$ cat src/rtl/aadd_pkg.sv
// aadd_pkg: shared approximation-mode constants and FSM state type for the approximate accumulator
package aadd_pkg;
   localparam int MODE_TRUNC = 0;
   localparam int MODE_LOA   = 1;
   typedef enum logic [0:0] {ACCUM = 1'b0, HOLD = 1'b1} state_e;
endpackage

$ cat src/rtl/aadd_stream_acc_core.sv
// aadd_core: combinational ACC_W-bit adder with a DROP-bit approximated lower part
module aadd_core
   import aadd_pkg::*;
#(
   parameter int ACC_W = 48,
   parameter int DROP  = 0,
   parameter int MODE  = MODE_TRUNC
) (
   input  logic [ACC_W-1:0] a,
   input  logic [ACC_W-1:0] b,
   output logic [ACC_W-1:0] s
);
   if (DROP == 0) begin : g_exact
      assign s = a + b;
   end else begin : g_approx
      logic [ACC_W-DROP-1:0] hi;
      logic [DROP-1:0]       lo;
      // the upper part never sees a carry from the low bits
      assign hi = a[ACC_W-1:DROP] + b[ACC_W-1:DROP];
      assign lo = (MODE == MODE_LOA) ? (a[DROP-1:0] | b[DROP-1:0]) : '0;
      assign s  = {hi, lo};
   end
endmodule

$ cat src/rtl/aadd_stream_acc.sv
// aadd_stream_acc: framed streaming accumulator emitting exact and approximate sums per frame
module aadd_stream_acc
   import aadd_pkg::*;
#(
   parameter int W     = 32,
   parameter int ACC_W = 48,
   parameter int DROP  = 0,
   parameter int MODE  = MODE_TRUNC,
   parameter int CNT_W = 16
) (
   input  logic             clk,
   input  logic             rst_n,
   input  logic             clr,
   input  logic             in_valid,
   output logic             in_ready,
   input  logic [W-1:0]     in_data,
   input  logic             in_last,
   output logic             out_valid,
   input  logic             out_ready,
   output logic [ACC_W-1:0] out_exact,
   output logic [ACC_W-1:0] out_approx,
   output logic [ACC_W-1:0] out_err,
   output logic [CNT_W-1:0] out_cnt,
   output logic             out_ovf
);
   state_e           state_q, state_d;
   logic [ACC_W-1:0] acc_e_q, acc_e_d, acc_a_q, acc_a_d;
   logic [CNT_W-1:0] cnt_q, cnt_d;
   logic             ovf_q, ovf_d;
   logic             out_valid_q, out_valid_d;
   logic [ACC_W-1:0] out_exact_q, out_exact_d, out_approx_q, out_approx_d, out_err_q, out_err_d;
   logic [CNT_W-1:0] out_cnt_q, out_cnt_d;
   logic             out_ovf_q, out_ovf_d;
   logic signed [W-1:0] in_s;
   logic [ACC_W-1:0] x, sum_e, sum_a;
   logic [CNT_W-1:0] cnt_inc;
   logic             ovf_inc, accept;
   assign in_s    = in_data;
   assign x       = ACC_W'(in_s);
   assign sum_e   = acc_e_q + x;
   assign cnt_inc = &cnt_q ? cnt_q : cnt_q + 1'b1;
   assign ovf_inc = ovf_q | ((acc_e_q[ACC_W-1] == x[ACC_W-1]) && (sum_e[ACC_W-1] != acc_e_q[ACC_W-1]));
   assign in_ready = state_q == ACCUM;
   assign accept   = in_valid && in_ready;
   aadd_core #(.ACC_W(ACC_W), .DROP(DROP), .MODE(MODE)) u_core (
      .a(acc_a_q),
      .b(x),
      .s(sum_a)
   );
   always_comb begin
      state_d      = state_q;
      acc_e_d      = acc_e_q;
      acc_a_d      = acc_a_q;
      cnt_d        = cnt_q;
      ovf_d        = ovf_q;
      out_valid_d  = out_valid_q;
      out_exact_d  = out_exact_q;
      out_approx_d = out_approx_q;
      out_err_d    = out_err_q;
      out_cnt_d    = out_cnt_q;
      out_ovf_d    = out_ovf_q;
      if (clr) begin
         state_d     = ACCUM;
         acc_e_d     = '0;
         acc_a_d     = '0;
         cnt_d       = '0;
         ovf_d       = 1'b0;
         out_valid_d = 1'b0;
      end else if (accept && in_last) begin
         out_exact_d  = sum_e;
         out_approx_d = sum_a;
         out_err_d    = sum_e - sum_a;
         out_cnt_d    = cnt_inc;
         out_ovf_d    = ovf_inc;
         out_valid_d  = 1'b1;
         acc_e_d      = '0;
         acc_a_d      = '0;
         cnt_d        = '0;
         ovf_d        = 1'b0;
         state_d      = HOLD;
      end else if (accept) begin
         acc_e_d = sum_e;
         acc_a_d = sum_a;
         cnt_d   = cnt_inc;
         ovf_d   = ovf_inc;
      end else if (state_q == HOLD && out_ready) begin
         out_valid_d = 1'b0;
         state_d     = ACCUM;
      end
   end
   always_ff @(posedge clk) begin
      if (!rst_n) begin
         state_q      <= ACCUM;
         acc_e_q      <= '0;
         acc_a_q      <= '0;
         cnt_q        <= '0;
         ovf_q        <= 1'b0;
         out_valid_q  <= 1'b0;
         out_exact_q  <= '0;
         out_approx_q <= '0;
         out_err_q    <= '0;
         out_cnt_q    <= '0;
         out_ovf_q    <= 1'b0;
      end else begin
         state_q      <= state_d;
         acc_e_q      <= acc_e_d;
         acc_a_q      <= acc_a_d;
         cnt_q        <= cnt_d;
         ovf_q        <= ovf_d;
         out_valid_q  <= out_valid_d;
         out_exact_q  <= out_exact_d;
         out_approx_q <= out_approx_d;
         out_err_q    <= out_err_d;
         out_cnt_q    <= out_cnt_d;
         out_ovf_q    <= out_ovf_d;
      end
   end
   assign out_valid  = out_valid_q;
   assign out_exact  = out_exact_q;
   assign out_approx = out_approx_q;
   assign out_err    = out_err_q;
   assign out_cnt    = out_cnt_q;
   assign out_ovf    = out_ovf_q;
endmodule
$ cat config.mk
export PLATFORM = sky130hd
export DESIGN_NAME = aadd_stream_acc
export DESIGN_NICKNAME = d
export VERILOG_FILES = /design/src/rtl/aadd_pkg.sv /design/src/rtl/aadd_stream_acc_core.sv /design/src/rtl/aadd_stream_acc.sv
export SDC_FILE = /design/constraint.sdc
export NUM_CORES = 1
export LEC_CHECK = 0
export CORE_MARGIN = 5
export CORE_UTILIZATION = 50
export DETAILED_ROUTE_END_ITERATION = 7
export GPL_ROUTABILITY_DRIVEN = 0
export PLACE_DENSITY = 0.72
export SYNTH_ARGS = -nofsm -noshare
export SYNTH_HDL_FRONTEND = slang
export SYNTH_SLANG_ARGS = --single-unit
$ cat constraint.sdc
create_clock -name clk -period 7.5 [get_ports clk]
set_input_delay 1.125 -clock clk [delete_from_list [all_inputs] [get_ports clk]]
set_output_delay 1.125 -clock clk [all_outputs]
set_load 0.02 [all_outputs]
==> metrics <==
status=complete, no violations; Worst EP required=7.96 ns; Sink Count=between 200 and 300; setup TNS=0 ns; crit-path max FO=4; max_cap viols=0; Die Wd=around 200 µm; Iter 0 DRT Violations=roughly 2,000; Post-synth EDFFs=0; fillers=roughly 3,300; via count=about 19,000; post-route ant nets=0; CTS buffer count=30; Pleak=8.90 nW; cell taking the most area after synthesis=dfxtp_1; CTS-repair resized insts=0; row cnt=70; TritonCTS clock tree=yes; Syn Inst Count=around 2,500; Vias/cell=roughly 6.1; critical path class=input port to flip-flop; Max stage delay on crit path=0.73 ns; Total GRT Usage=between 20% and 30%; Inst Count DP=just over 3,000; CP Buf/Inv Count=3; Synth cell types=85; worst hold path depth=2; Syn. warnings=0; Tmin final=just over 7 ns; Pre-antenna DRT Iters=6; die height=202 µm; Synth async-reset ratio=0%; die area=40,700 µm²; number of global-route vias before repair=between 15,000 and 20,000; Initial Utilization=between 50% and 60%; Slew Viols, Final=0; RSZ-0062 raised after global routing=no; Inserted Diodes=0; reg2reg path depth=24; Finished Layout Cells=between 3,000 and 4,000; clk_lat worst skew=approximately 0.58 ns; Power Total=4.49 mW; H-tree depth=1; multi-input logic area=12,100 µm²; input/output buffers=200; number of cells on the critical path=25; most common cell in the synthesized netlist=nand2_1; initial antenna violation count=1; synth top area cells=dfxtp_1, nand2_1, a21oi_1; nets=2,760; WL/cell=approximately 19 µm; layout cells sized above 1=under 10%; Crit-path slowest cell=a2111oi_0; largest net degree at the start of global routing=just over 80; PD cells=between 200 and 250 nW/µm²; post-synthesis sequential area ratio=30.0%; Overflow after GRT=0; CP endpoint kind=flip-flop; Min-Delay Path Class=flip-flop to flip-flop; Synth top area share=roughly 30%; syn nets=2,627; Startpoint Class=input port; most used cell, CP=a21o_1; WL final=~59,000 µm; fmax=between 0.1 and 0.15 GHz; Register Area=between 5000 and 6000 µm²; Layout area overhead=18.6%; peak supply drop=~0.00015 V; Syn Area/Cell=7.48 µm²; HPWL after DPL=approximately 44,000 µm; Top delay family on crit path=compound AO/OA/AOI/OAI gates; Worst slew margin=~26%; first-pass GRT wire length=slightly above 90,000 µm; Slew @ Worst Pin=1.12 ns; CTS Hold Bufs=0; Final setup viols=0; Most used DFF post-synth=dfxtp_1; final cycle utilization of the critical path=between 90% and 100%; Mapped Area=~18,000 µm²; Layout Skew=approximately 0.018 ns; Setup Fix Bufs, Post-CTS=0; Commonest cells post-synth=nand2_1, a21oi_1, dfxtp_1; synthesis-stage register bit count=between 200 and 300; Critical Path AT=between 7 and 8 ns; core box area=about 36,000 µm²; CTS Buffer Depth=3; DR DRC count=0; CTS Root Cell=clkbuf_16; IO Count=between 200 and 250; final hold vios=0; final hold slack=between 0.4 and 0.5 ns; Worst-path clk slew=0.07 ns
cells in the final DEF (no fill, tap or decap), types with 6 or more instances in the layout:
cell,count
or2_2,6
a21boi_0,6
a211oi_1,59
clkbuf_16,31
a31oi_1,15
o21a_1,21
clkinv_2,6
a211o_1,15
nand2b_1,26
and2_1,19
and3_1,36
a311oi_1,11
xor2_1,63
nand4_1,31
nor2_1,185
or3_1,21
nor4_1,6
o21bai_1,18
mux2i_1,10
clkdlybuf4s50_1,200
clkbuf_8,7
nand3_1,51
dfxtp_1,275
and4_1,11
nor3_1,37
a21o_1,72
o31ai_1,16
xnor2_1,68
ha_1,131
nor2b_1,16
inv_1,74
nand2_1,465
a21oi_1,337
o211ai_1,17
o2111ai_1,6
buf_4,31
o21ai_0,86
through the flow:
stage	setup slack [ns]	util, %	cell area, µm²
2_1_floorplan	1.47	-	18400
3_3_place_gp	0.114	56.9	20700
3_5_place_dp	0.0253	56.9	20700
4_1_cts	0.561	59.7	21800
5_1_grt	0.163	59.7	21800
6_report	0.368	59.7	21800
worst min-delay path, cell delays in order, from the launching register on:
cell and delay, ns:
dfxtp_1 0.31, nand2_1 0.05, a21oi_1 0.05
cell type report:
cell class              instances  area share (%)
clock buffers                  42            4.07
repair buffers                231            10.3
well taps                     468            2.69
inverters                      75            1.30
flip-flops and latches        275            25.3
multi-input cells            1975            55.6
clock inverters                12           0.759
layer usage:
layer / wire [µm] / share of wire [%] / up-vias / track usage (%)
met5: 14 / 0.024 / - / 0
met4: 1990 / 3.4 / 2 / 8.57
met3: 5360 / 9.1 / 153 / 4.11
met2: 24400 / 41 / 929 / 40.8
met1: 27000 / 46 / 8742 / 39.8
li1: - / - / 9016 / -
logic make-up after synthesis:
kind of cell    count (synthesis)  share of synthesized area [%]
fa+ha+maj                     140                           9.59
compound gates                755                           26.2
flops                         275                           30.0
buf+inv                       205                           4.24
mux                            12                          0.668
simple gates                  934                           22.7
xor+xnor                      134                           6.60
state kept, by name, summed over array words and instances, names as in the netlist:
signal,flops
acc_a_q,48
acc_e_q,48
cnt_q,16
out_approx,48
out_cnt,16
out_err,48
out_exact,48
out_ovf,1
out_valid,1
ovf_q,1
path summary, 6_finish.rpt:
| path | startpoint | end | slack [ns] |
|---|---|---|---|
| worst min-delay path | out_err[17]$_SDFFE_PN0P_ | out_err[17]$_SDFFE_PN0P_ | 0.45 |
| worst max register to register | acc_e_q[0]$_SDFFE_PP0P_ | out_err[43]$_SDFFE_PN0P_ | 1.10 |
| worst max-delay path | in_data[0] | out_err[43]$_SDFFE_PN0P_ | 0.37 |
| worst min register to register | out_err[17]$_SDFFE_PN0P_ | out_err[17]$_SDFFE_PN0P_ | 0.45 |
power by group:
part           total [mW]  switching [mW]  internal [mW]
logic                1.34           0.830          0.511
clock network        1.58           0.627          0.955
registers            1.56          0.0396           1.52
(Power assumes the default switching activity.)
